### src/rtl/serdes_rx_framer.sv
// serdes_rx_framer: hunts a serial lane for a comma, qualifies alignment, emits aligned parallel words
module serdes_rx_framer #(
    parameter int                    DATA_WIDTH    = 8,
    parameter logic [DATA_WIDTH-1:0] SYNC_WORD     = 8'hBC,
    parameter int                    LOCK_COUNT    = 3,
    parameter int                    SYNC_INTERVAL = 16
) (
    input  logic                  sclk,
    input  logic                  rst_n,
    input  logic                  sdata_in,
    input  logic                  sdata_valid,
    output logic [DATA_WIDTH-1:0] pdata_out,
    output logic                  pdata_valid,
    output logic                  locked,
    output logic                  align_err
);
    localparam int BW  = $clog2(DATA_WIDTH);
    localparam int GW  = $clog2(LOCK_COUNT + 1);
    localparam int GPW = $clog2(SYNC_INTERVAL + 1);
    localparam logic [1:0] HUNT   = 2'd0;
    localparam logic [1:0] VERIFY = 2'd1;
    localparam logic [1:0] LOCKED = 2'd2;

    logic [1:0]            state_q, state_d;
    logic [DATA_WIDTH-1:0] win_q, win_d, pdata_q, pdata_d, nxt_win;
    logic [BW-1:0]         bit_cnt_q, bit_cnt_d;
    logic [GW-1:0]         good_cnt_q, good_cnt_d;
    logic [GPW-1:0]        gap_cnt_q, gap_cnt_d;
    logic                  pvalid_q, pvalid_d, locked_q, locked_d, aerr_q, aerr_d;
    logic                  boundary, is_sync;

    // Next-state: shift in one LSB-first bit per valid cycle and advance the alignment FSM
    always_comb begin
        nxt_win    = {sdata_in, win_q[DATA_WIDTH-1:1]};
        boundary   = bit_cnt_q == BW'(DATA_WIDTH - 1);
        is_sync    = nxt_win == SYNC_WORD;
        state_d    = state_q;
        win_d      = win_q;
        bit_cnt_d  = bit_cnt_q;
        good_cnt_d = good_cnt_q;
        gap_cnt_d  = gap_cnt_q;
        pdata_d    = pdata_q;
        locked_d   = locked_q;
        pvalid_d   = 1'b0;
        aerr_d     = 1'b0;
        if (sdata_valid) begin
            win_d     = nxt_win;
            bit_cnt_d = boundary ? '0 : bit_cnt_q + 1'b1;
            case (state_q)
                HUNT: begin
                    if (is_sync) begin
                        bit_cnt_d  = '0;
                        good_cnt_d = GW'(1);
                        if (LOCK_COUNT == 1) begin
                            state_d   = LOCKED;
                            locked_d  = 1'b1;
                            gap_cnt_d = '0;
                        end else begin
                            state_d = VERIFY;
                        end
                    end
                end
                VERIFY: begin
                    if (boundary && is_sync) begin
                        good_cnt_d = good_cnt_q + 1'b1;
                        if (good_cnt_q == GW'(LOCK_COUNT - 1)) begin
                            state_d   = LOCKED;
                            locked_d  = 1'b1;
                            gap_cnt_d = '0;
                        end
                    end else if (boundary) begin
                        state_d    = HUNT;
                        good_cnt_d = '0;
                    end
                end
                LOCKED: begin
                    if (boundary && is_sync) begin
                        gap_cnt_d = '0;
                    end else if (boundary && gap_cnt_q < GPW'(SYNC_INTERVAL)) begin
                        pdata_d   = nxt_win;
                        pvalid_d  = 1'b1;
                        gap_cnt_d = gap_cnt_q + 1'b1;
                    end else if (boundary) begin
                        aerr_d     = 1'b1;
                        locked_d   = 1'b0;
                        state_d    = HUNT;
                        bit_cnt_d  = '0;
                        good_cnt_d = '0;
                        gap_cnt_d  = '0;
                    end
                end
                default: state_d = HUNT;
            endcase
        end
    end

    // State and output registers, cleared immediately on reset even mid-word
    always_ff @(posedge sclk or negedge rst_n) begin
        if (!rst_n) begin
            state_q    <= HUNT;
            win_q      <= '0;
            bit_cnt_q  <= '0;
            good_cnt_q <= '0;
            gap_cnt_q  <= '0;
            pdata_q    <= '0;
            pvalid_q   <= 1'b0;
            locked_q   <= 1'b0;
            aerr_q     <= 1'b0;
        end else begin
            state_q    <= state_d;
            win_q      <= win_d;
            bit_cnt_q  <= bit_cnt_d;
            good_cnt_q <= good_cnt_d;
            gap_cnt_q  <= gap_cnt_d;
            pdata_q    <= pdata_d;
            pvalid_q   <= pvalid_d;
            locked_q   <= locked_d;
            aerr_q     <= aerr_d;
        end
    end

    assign pdata_out   = pdata_q;
    assign pdata_valid = pvalid_q;
    assign locked      = locked_q;
    assign align_err   = aerr_q;
endmodule

### config.mk
export PLATFORM = sky130hd
export DESIGN_NAME = serdes_rx_framer
export DESIGN_NICKNAME = d
export VERILOG_FILES = /design/src/rtl/serdes_rx_framer.sv
export SDC_FILE = /design/constraint.sdc
export NUM_CORES = 1
export LEC_CHECK = 0
export CAP_MARGIN = 15
export CORE_ASPECT_RATIO = 1.25
export CORE_MARGIN = 2
export CORE_UTILIZATION = 55
export CTS_CLUSTER_SIZE = 16
export DETAILED_ROUTE_END_ITERATION = 8
export HOLD_SLACK_MARGIN = 0.02
export PLACE_DENSITY = 0.87
export SKIP_CTS_REPAIR_TIMING = 1
export SLEW_MARGIN = 20
export SYNTH_ARGS = -nofsm -noshare
export SYNTH_HDL_FRONTEND = slang
export SYNTH_SLANG_ARGS = --single-unit
### constraint.sdc
create_clock -name sclk -period 5.5 [get_ports sclk]
set_clock_uncertainty 0.1 [all_clocks]
set_input_delay 1.1 -clock sclk [delete_from_list [all_inputs] [get_ports sclk]]
set_output_delay 1.1 -clock sclk [all_outputs]
set_load 0.005 [all_outputs]
==> results.yml, run 1 <==
status:
  status: "completed"
floorplan:
  fp.dieH_um: 65.4
  start_util: 0.568
  dieArea_um2: 3470
  die_w_um: 53.1
  core-area_um2: 2920
  ios: 15
  row_count: 22
final_layout:
  layout_common_cells: "dfrtp_1, mux2_2, clkdlybuf4s50_1"
  nets: 172
  mostFrequentLayoutCell: "dfrtp_1"
  fin_cells: 195
  layout-drive-gt1-share: 0.214
  fill_cells: 236
  fin_area_um2: 1880
  fin_util: 0.643
  syn2layout_area_growth_pct: 13.2
  antennaDiodeCount: 0
clocking:
  cts_root_buf: "clkbuf_4"
  cts_tree: "done"
  cts_max_level: 2
  clk_pin_slew_ns: 0.08
  cts_sinks: 30
  cts_buffers: 5
  insertion_delay_ns: 0.34
  clockBufferDepth: 2
placement:
  placedCellCount: 188
  dpl_cell_area_um2: 1830
  gp_congestion: 0.939
  io_buffers: 14
  pre_cts_slack_ns: 2.09
  hpwl_um: 2540
critical_path:
  crit_fanout: 13
  critPathSlowestCell: "clkdlybuf4s50_1"
  crit_chain: "clkdlybuf4s50_1, inv_2, or3_4, or3_4, o311ai_2"
  worstPathRequired_ns: 5.63
  critical_path.endpoint_type: "register"
  crit_type: "input pin to register"
  arrival_ns: 3.18
  crit_path_frequent_cell: "or3_4"
  slowest_delay_ns: 0.82
  startpoint_type: "input pin"
synthesis:
  synth-seq-area-share: 0.453
  synth-simple-area-share: 0.165
  synth_cell_types: 46
  synth_edf_count: 0
  ys_ff_latch: 30
  netlist_area_um2: 1660
  syn_nets: 154
  ys.flop_type: "dfrtp_1"
  synth_top_family_by_area: "simple AND/OR/NAND/NOR gates"
  muxShareOfSynthArea: 0.115
  yosysWarnings: 0
  synth.largest_area_cell: "dfrtp_1"
  ys_top_cells_by_area: "dfrtp_1, mux2_2, ha_1"
  synth_compound_area_frac: 0.165
  synth_adder_area_share: 0.0679
  synthDominantCellAreaShare: 0.453
  synthArstFlopShare: 1.00
  synth_xor_xnor_area_share: 0
  avgSynthCellArea_um2: 11.8
  netlist_instances: 141
power:
  switchingPower_mw: 0.195
  irDropWorstVdd_mv: 0.207
  p_clk_frac: 0.208
  seqPwrFrac: 0.507
  power_frac_comb: 0.285
  powerDensity_nw_per_um2: 306
  p_int_mw: 0.379
  leakagePower_nw: 0.804
  swShare: 0.340
routing:
  drc_errors: 0
  vias: 1240
  post_drt_wl_per_cell_um: 17.8
  drtIter0Drc: 36
  ant_nets: 0
  drt_first_pass_iters: 4
  postRouteWirelength_um: 3480
  viasPerCell: 6.36
timing:
  fin_ws_ns: 2.45
  period_share: 0.554
  hold_viol: 0
  fmax_ghz: 0.328
  tightest_slew_ns: 0.556
  setup_tns_ns: 0
  finalMaxSlewViolations: 0
  fin_crit_ns: 3.05
  setup_violations: 0
  rsz0062_at_grt: "no"
  slew_headroom: 0.628
grt:
  grt-ovfl-total: 0
  antenna_found_initial: 0
  grt_max_degree: 31
  grt_pass1_wl_um: 6220
  track_usage: 0.247
  grt_pass1_vias: 1347
job:
  drv_cap: 0
min_path:
  hold_path_class: "register to register"
cells in the mapped netlist, drive strengths merged, types with 5 or more instances:
library cell and n:
dfrtp 30, nor3 5, inv 10, nand2 7
ha 9, mux2 17, nor2 5
final timing paths:
kind / end / slack [ns] / startpoint / cells past startpoint
max reg2reg: good_cnt_q[1] / 3.11 / bit_cnt_q[0] / 6
min reg2reg: bit_cnt_q[1] / 0.41 / bit_cnt_q[1] / 1
max: good_cnt_q[1] / 2.45 / sdata_valid / 5
max in group asynchronous: win_q[2] / 3.98 / rst_n / 2
min: bit_cnt_q[1] / 0.41 / bit_cnt_q[1] / 1
min in group asynchronous: state_q[0] / 1.03 / rst_n / 2
worst max-delay path, delay by kind of cell:
family | cells | cell delay [ns]
AOI/OAI and AO/OA | 1 | 0.28
buffers and inverters | 2 | 1.02
and+or+nand+nor | 2 | 0.77
routing by layer:
metal  part of all wire  track usage
met2               0.50        0.403
met5                  0            0
met4              0.029        0.115
met3              0.057       0.0705
met1               0.41        0.295
flip-flops by register name, summed over array words and instances, names as in the netlist:
name,count
bit_cnt_q,3
align_err,1
gap_cnt_q,5
win_q,7
pdata_valid,1
good_cnt_q,2
locked,1
state_q,2
pdata_out,8
power groups by stage:
stage | clock network, mW | logic, mW | registers [mW]
floorplan | 0 | 0.127 | 0.283
global placement | 0 | 0.155 | 0.290
detailed placement | 0 | 0.163 | 0.295
CTS | 0.124 | 0.164 | 0.291
global route | 0.137 | 0.182 | 0.297
finish | 0.119 | 0.163 | 0.291
metrics by stage:
step / hold slack, ns / total power [mW]
after floorplan: 0.359 / 0.410
after global placement: 0.375 / 0.445
after detailed placement: 0.378 / 0.457
after CTS: 0.402 / 0.579
after global routing: 0.417 / 0.616
final: 0.405 / 0.574
kinds of logic after synthesis:
logic type,Yosys count
AND/OR/NAND/NOR,40
AO/OA/AOI/OAI,31
buffers and inverters,14
adder cells (fa/ha/maj),9
flip-flops,30
multiplexers,17
area by class of cell:
class | instances | area (um^2) | area share
inverter | 10 | 37.5 | 0.0200
multi-input combinational | 97 | 851 | 0.453
timing repair buffer | 15 | 148 | 0.0787
sequential | 30 | 751 | 0.400
clock buffer | 7 | 45.0 | 0.0240
tap | 36 | 45.0 | 0.0240
(Power assumes the default switching activity.)
==> run 2: changes to the inputs <==
--- a/config.mk
+++ b/config.mk
@@ -8,11 +8,11 @@
 export CAP_MARGIN = 15
 export CORE_ASPECT_RATIO = 1.25
 export CORE_MARGIN = 2
-export CORE_UTILIZATION = 55
+export CORE_UTILIZATION = 51
 export CTS_CLUSTER_SIZE = 16
 export DETAILED_ROUTE_END_ITERATION = 8
 export HOLD_SLACK_MARGIN = 0.02
-export PLACE_DENSITY = 0.87
+export PLACE_DENSITY = 0.85
 export SKIP_CTS_REPAIR_TIMING = 1
 export SLEW_MARGIN = 20
 export SYNTH_ARGS = -nofsm -noshare
==> constraint.sdc (replaced) <==
create_clock -name sclk -period 2.7 [get_ports sclk]
set_clock_uncertainty 0.1 [all_clocks]
set_input_delay 0.54 -clock sclk [delete_from_list [all_inputs] [get_ports sclk]]
set_output_delay 0.54 -clock sclk [all_outputs]
set_load 0.005 [all_outputs]
==> run 2 against run 1 <==
- clock power increased to 3.1 times the previous value
- via count increased by 1.9%
- global-route usage decreased by 1.9 points
- flip-flop and latch count unchanged
- first-iteration DRC count increased by 8.3%
- hold slack improved by 0.0067 ns
- combinational power increased by 110%
- die area increased by 7.3%
==> results.yml, run 2 (same netlist as run 1, synthesis figures left out) <==
floorplan:
  die_w_um: 55.0
  ios: 15
  row_count: 23
  core-area_um2: 3170
  dieArea_um2: 3730
  fp.dieH_um: 67.7
  start_util: 0.524
clocking:
  cts_sinks: 30
  insertion_delay_ns: 0.28
  cts_root_buf: "clkbuf_8"
  cts_max_level: 2
  cts_tree: "done"
  clk_pin_slew_ns: 0.06
  cts_buffers: 5
  clockBufferDepth: 2
grt:
  grt_pass1_vias: 1317
  grt_pass1_wl_um: 6020
  antenna_found_initial: 0
  track_usage: 0.228
  grt-ovfl-total: 0
  grt_max_degree: 31
placement:
  placedCellCount: 190
  pre_cts_slack_ns: 0.232
  dpl_cell_area_um2: 1840
  io_buffers: 14
  hpwl_um: 2510
  gp_congestion: 0.921
routing:
  ant_nets: 0
  drc_errors: 0
  vias: 1264
  post_drt_wl_per_cell_um: 17.8
  drt_first_pass_iters: 4
  viasPerCell: 6.38
  drtIter0Drc: 39
  postRouteWirelength_um: 3520
power:
  p_int_mw: 0.881
  powerDensity_nw_per_um2: 672
  p_clk_frac: 0.281
  seqPwrFrac: 0.459
  leakagePower_nw: 0.831
  switchingPower_mw: 0.417
  swShare: 0.321
  irDropWorstVdd_mv: 0.539
  power_frac_comb: 0.260
  p_total_mw: 1.30
timing:
  finalMaxSlewViolations: 0
  setup_violations: 0
  setup_tns_ns: 0
  rsz0062_at_grt: "no"
  fmax_ghz: 0.415
  fin_ws_ns: 0.291
  hold_viol: 0
  slew_headroom: 0.694
  period_share: 0.892
  tightest_slew_ns: 0.458
  fin_crit_ns: 2.41
critical_path:
  r2r_slack_ns: 0.29
  rr_startpoint: "bit_cnt_q[0]"
  worstPathRequired_ns: 2.78
  crit_chain: "ha_1, ha_1, and3b_1, or3_4, or3_4, o41ai_2"
  reg2reg_to: "good_cnt_q[0]"
  slowest_delay_ns: 0.41
  reg2reg_depth: 6
  arrival_ns: 2.49
  crit_type: "register to register"
  critical_path.endpoint_type: "register"
  startpoint_type: "register"
  crit_fanout: 11
  critPathSlowestCell: "dfrtp_1"
job:
  drv_cap: 0
final_layout:
  mostFrequentLayoutCell: "dfrtp_1"
  fill_cells: 253
  largest_register_ff_count: 8
  layout_common_cells: "dfrtp_1, mux2_2, clkdlybuf4s50_1"
  nets: 173
  syn2layout_area_growth_pct: 16.5
  fin_cells: 198
  layout-drive-gt1-share: 0.230
  fin_area_um2: 1930
  antennaDiodeCount: 0
min_path:
  hold_path_class: "register to register"
  min_to: "pdata_out[3]"
  whs_path_depth: 1
  min_from: "pdata_out[3]"
status:
  status: "completed"
-- run 2: cell types whose count changed in the layout (fill, tap and decap cells not counted) --
cell      change
clkbuf_1      -1
clkbuf_8      +6
buf_4         +1
clkbuf_4      -5
clkinv_2      +1
-- run 2: worst max path at each step --
stage	cells after the start	from	slack, ns	endpoint
after floorplan	6	bit_cnt_q[0]	0.64	good_cnt_q[0]
after global placement	5	sdata_in	0.32	good_cnt_q[0]
after detailed placement	5	sdata_in	0.23	gap_cnt_q[0]
after CTS	6	bit_cnt_q[0]	0.31	good_cnt_q[0]
after global routing	5	bit_cnt_q[0]	0.18	pdata_out[7]
final	6	bit_cnt_q[0]	0.29	good_cnt_q[0]
-- run 2: metrics by stage --
stage | hold WS (ns) | utilization
2_1_floorplan | 0.144 | -
3_3_place_gp | 0.376 | 0.581
3_5_place_dp | 0.401 | 0.581
4_1_cts | 0.417 | 0.610
5_1_grt | 0.427 | 0.610
6_report | 0.412 | 0.610
-- run 2: per-layer routing --
metal,vias up,part of all wire,GRT usage
met5,-,0,0
li1,577,-,-
met3,17,0.058,0.0509
met4,0,0.038,0.149
met1,618,0.38,0.262
met2,52,0.52,0.371
-- run 2: power by group through the flow --
stage / clock [mW] / combinational, mW / sequential, mW
floorplan: 0 / 0.259 / 0.576
global placement: 0 / 0.317 / 0.590
detailed placement: 0 / 0.333 / 0.598
CTS: 0.376 / 0.336 / 0.592
global route: 0.390 / 0.379 / 0.607
finish: 0.364 / 0.338 / 0.595
-- run 2: critical path: cells and delay by family (launching register included) --
kind                     cells  cell delay (ns)
AND/OR/NAND/NOR              3             0.96
flip-flops                   1             0.41
AO/OA/AOI/OAI                1             0.27
adder cells (fa/ha/maj)      2             0.57
-- run 2: final cells by class --
class,count,area [um^2],area share
timing repair buffer,16,155,0.0803
clock inverter,1,5.00,0.00259
clock buffer,7,86.3,0.0447
sequential,30,751,0.389
multi-input combinational,97,851,0.440
tap,37,46.3,0.0240
inverter,10,37.5,0.0194
==> run 3: changes to the inputs <==
--- a/config.mk
+++ b/config.mk
@@ -9,7 +9,7 @@
 export CORE_ASPECT_RATIO = 1.25
 export CORE_MARGIN = 2
 export CORE_UTILIZATION = 51
-export CTS_CLUSTER_SIZE = 16
+export CTS_CLUSTER_SIZE = 30
 export DETAILED_ROUTE_END_ITERATION = 8
 export HOLD_SLACK_MARGIN = 0.02
 export PLACE_DENSITY = 0.85
==> results of run 3 <==
No change in the layout: final DEF, timing and power equal those of run 2.
==> patch 1 (settings of run 1) <==
`LOCK_COUNT`: 3 -> 2.
--- a/src/rtl/serdes_rx_framer.sv
+++ b/src/rtl/serdes_rx_framer.sv
@@ -2,7 +2,7 @@
 module serdes_rx_framer #(
     parameter int                    DATA_WIDTH    = 8,
     parameter logic [DATA_WIDTH-1:0] SYNC_WORD     = 8'hBC,
-    parameter int                    LOCK_COUNT    = 3,
+    parameter int                    LOCK_COUNT    = 2,
     parameter int                    SYNC_INTERVAL = 16
 ) (
     input  logic                  sclk,
Formal check against the unedited RTL: no difference found for any inputs over 10 cycles, from zero or initial values and one cycle with rst_n low; that may be too few to reach the edited logic, so the function may still have changed.
==> patch 1 against run 1 <==
Final area up 0.67%; sequential power barely moved; routed wire length shrank 2.6%; worst setup slack gained 4.7 ps; sequential cell count unchanged; largest cell class unchanged; count of clock-buffer cells in the layout shrank 2; synthesized area barely moved; first-iteration DRC count down 2.8%; total power is 3.2% higher; critical endpoint is now good_cnt_q[0]$_DFFE_PN0P_.
==> patch 1: results (changes against run 1) <==
Result of the run - completed
Transition time at the pin with the least slew margin - 533 ps (-22.5 ps)
Routed length on met2 - 1730 um (-1.5%)
Global-route wire length before repair - 5630 um (-9.5%)
DRC violation total after the first TritonRoute iteration - 35 (-2.8%)
Fraction of layout cells with a size suffix above 1 - 0.233 (+0.0189)
Clock-pin slew on the worst setup and hold paths - 110 ps (+30 ps)
Net Count, Synth - 153 (-0.65%)
Share of synthesized area occupied by flip-flops and latches - 0.453 (about the same)
Most common library cells after synthesis - sky130_fd_sc_hd__dfrtp_1 (30), sky130_fd_sc_hd__mux2_2 (17), sky130_fd_sc_hd__ha_1 (9), sky130_fd_sc_hd__inv_1 (8), sky130_fd_sc_hd__nand2_1 (7)
Met3 layer wire length in the routed design - 227 um (+15%)
Final RePlAce weighted congestion - 0.936 (-0.27%)
Total wire length after detailed routing - 3390 um (-2.6%)
Via-to-Cell Ratio - 6.44 (+1.2%)
Worst IR Drop VDD - 281 uV (+36%)
Register-to-Register Setup Slack - 3080 ps (-30 ps)
Via count of the first global-routing pass - 1236 (-8.2%)
Maximum number of pins on one net before global-route repair - 22 (-29%)
Global-route usage over all layers - 0.226 (-0.0208)
Cell types occupying the most area after synthesis - sky130_fd_sc_hd__dfrtp_1 (45%), sky130_fd_sc_hd__mux2_2 (12%), sky130_fd_sc_hd__ha_1 (6.8%)
Hold path cells - 1 (unchanged)
End point of the most critical hold path - pdata_out[7]$_DFFE_PN0P_
Top fanout value on the critical path - 13 (unchanged)
Placed wire-length estimate after detailed placement - 2440 um (-3.8%)
Final nets - 171 (-0.58%)
Yosys warnings - 0 (unchanged)
Start point of the worst hold path - pdata_out[7]$_DFFE_PN0P_
Endpoint of the most critical register-to-register path - good_cnt_q[0]$_DFFE_PN0P_
Met1 layer wirelength in the final routing - 1340 um (-6.1%)
patch 1: changes by cell type after synthesis, sizes merged:
cell | before | now
nor3 | 5 | 6
nor2b | 1 | 2
o21ai | 4 | 3
nor2 | 5 | 4
inv | 10 | 9
patch 1: area by class of cell:
cell class,count,area (um2)
timing repair buffer,15,148
inverter,9,33.8
tap,36,45.0
sequential,30,751
clock inverter,3,21.3
clock buffer,5,37.5
multi-input combinational,97,853
fill,234,1030
patch 1: layer usage:
layer,vias up,global-route usage
met3,11,0.0727
met2,53,0.372
met4,0,0.119
li1,574,-
met5,-,0
met1,617,0.256
patch 1: cell families (layout without fill, tap and decap cells):
logic type | after synthesis | count (layout) | synth area share
mux | 17 | 17 | 0.116
simple gates | 41 | 41 | 0.170
compound gates | 30 | 30 | 0.162
buf+inv | 13 | 32 | 0.0317
flops | 30 | 30 | 0.453
fa+ha+maj | 9 | 9 | 0.0680
patch 1: per-stage QoR:
step	instance area, um2	std cells	util	hold slack [ps]	setup slack [ps]
after detailed placement	1830	187	0.627	395	2100
after global placement	1830	187	0.627	393	2190
after global routing	1890	195	0.648	440	2380
after floorplan	1660	140	-	359	3100
final	1890	195	0.648	413	2460
after CTS	1890	195	0.648	418	2490
patch 1: critical path, stage by stage:
cell and delay, ps:
sky130_fd_sc_hd__clkdlybuf4s50_1 800, sky130_fd_sc_hd__inv_2 210, sky130_fd_sc_hd__or3_4 420, sky130_fd_sc_hd__or3_4 350
sky130_fd_sc_hd__o41ai_2 290
patch 1: where the power goes:
part / internal, mW / switching, mW
Sequential: 0.255 / 0.0354
Clock: 0.0496 / 0.0840
Combinational: 0.0770 / 0.0909
==> patch 2 (flow settings as in run 1) <==
Made on the original files. `pdata_q` no longer has a reset.
--- a/src/rtl/serdes_rx_framer.sv
+++ b/src/rtl/serdes_rx_framer.sv
@@ -102,7 +102,6 @@
             bit_cnt_q  <= '0;
             good_cnt_q <= '0;
             gap_cnt_q  <= '0;
-            pdata_q    <= '0;
             pvalid_q   <= 1'b0;
             locked_q   <= 1'b0;
             aerr_q     <= 1'b0;
@@ -112,11 +111,14 @@
             bit_cnt_q  <= bit_cnt_d;
             good_cnt_q <= good_cnt_d;
             gap_cnt_q  <= gap_cnt_d;
-            pdata_q    <= pdata_d;
             pvalid_q   <= pvalid_d;
             locked_q   <= locked_d;
             aerr_q     <= aerr_d;
         end
+    end
+
+    always_ff @(posedge sclk) begin
+        pdata_q <= pdata_d;
     end
 
     assign pdata_out   = pdata_q;
Check against the original RTL: same outputs for any inputs over 10 cycles, from zero or initial values and one cycle with rst_n low; that may be too few to reach the edited logic, so the function may still have changed.
==> patch 2 against run 1 <==
Count of clock-buffer cells in the layout is the same; sequential cell count stayed put; final area shrank 6.0%; total power is 11% higher; worst setup slack improved by 120 ps; global-route usage is 5.4 points lower; routed wire length down 24%; sequential share of layout area rose by 4.8 points; worst hold slack worse by 17 ps; combinational power down 15%; maximum frequency grew 4.0%; synthesized area down 8.7%.
==> patch 2: results (changes against run 1) <==
Result of the run - completed
Latest clock arrival within the worst-skew pair - 320 ps (-20 ps)
Top fanout value on the critical path - 8 (-5)
Most common library cells after synthesis - sky130_fd_sc_hd__dfrtp_1 (22), sky130_fd_sc_hd__nand2_1 (11), sky130_fd_sc_hd__ha_1 (9)
Global-route wire length before repair - 4640 um (-26%)
Transition time at the pin with the least slew margin - 950 ps (+394 ps)
Global-route usage over all layers - 0.193 (-0.0537)
Critical Path Max Stage Delay - 520 ps (-300 ps)
Start point of the worst hold path - win_q[1]$_DFFE_PN0P_
Via count of the first global-routing pass - 1093 (-19%)
CP max stage cell - sky130_fd_sc_hd__nor2_1
Clock Tree Root - sky130_fd_sc_hd__clkbuf_4
Number of fill cells - 199 (-16%)
Critical Path AT - 2790 ps (-390 ps)
Share of flip-flops with an asynchronous set or reset - 0.733 (-0.267)
Final RePlAce weighted congestion - 0.886 (-5.7%)
Fraction of layout cells with a size suffix above 1 - 0.179 (-0.0345)
Family with the most delay on the worst path - simple AND/OR/NAND/NOR gates
Placed wire-length estimate after detailed placement - 1930 um (-24%)
Final nets - 157 (-8.7%)
Drt wl/cell - 14.8 um (-17%)
Maximum number of pins on one net before global-route repair - 23 (-26%)
Via-to-Cell Ratio - 5.93 (-6.8%)
Share of synthesized area occupied by flip-flops and latches - 0.522 (+0.0695)
Source of the critical timing path - sdata_in
Net Count, Synth - 140 (-9.1%)
Cell types occupying the most area after synthesis - sky130_fd_sc_hd__dfrtp_1 (36%), sky130_fd_sc_hd__edfxtp_1 (16%), sky130_fd_sc_hd__ha_1 (7.4%)
-- patch 2: worst paths after layout --
check	cells past startpoint	end	slack (ps)
max	5	pdata_out[5]$_DFFE_PP_	2570
min	0	pdata_out[0]$_DFFE_PP_	390
max reg2reg	5	pdata_out[5]$_DFFE_PP_	3090
min reg2reg	0	pdata_out[0]$_DFFE_PP_	390
max in group asynchronous	1	win_q[7]$_DFFE_PN0P_	3520
min in group asynchronous	1	gap_cnt_q[1]$_DFFE_PN0P_	1200
-- patch 2: final cells by class --
type                            count  area (um2)  area share
Clock buffer                        7        55.1      0.0312
Timing Repair Buffer               14         140      0.0794
Clock inverter                      1        30.0      0.0170
Inverter                            8        30.0      0.0170
Multi-Input combinational cell     85         676       0.383
Sequential cell                    30         791       0.448
Tap cell                           34        42.5      0.0241
-- patch 2: report_power, final --
group | total (mW) | internal, mW | switching (mW)
combinational | 0.139 | 0.0687 | 0.0702
sequential | 0.317 | 0.276 | 0.0409
clock | 0.183 | 0.109 | 0.0748
-- patch 2: kinds of logic (layout without fill, tap and decap cells) --
logic type,after synthesis,in the layout,synth area share
fa+ha+maj,9,9,0.0744
buf+inv,12,30,0.0314
mux,10,10,0.0727
flops,30,30,0.522
compound gates,27,27,0.152
simple gates,39,39,0.147
-- patch 2: stage by stage --
step	cell area (um2)	cells	setup slack, ps	hold WS [ps]
5_1_grt	1760	179	2470	416
3_3_place_gp	1680	171	2320	363
2_1_floorplan	1510	127	2920	336
6_report	1760	179	2570	388
4_1_cts	1760	179	2570	389
3_5_place_dp	1680	171	2220	367
-- patch 2: metal layers --
metal,routed length [um],global-route usage,vias up
met5,0,0,-
met4,46,0.0980,0
met3,125,0.0502,6
met2,1420,0.336,35
met1,1050,0.210,519
li1,-,-,501
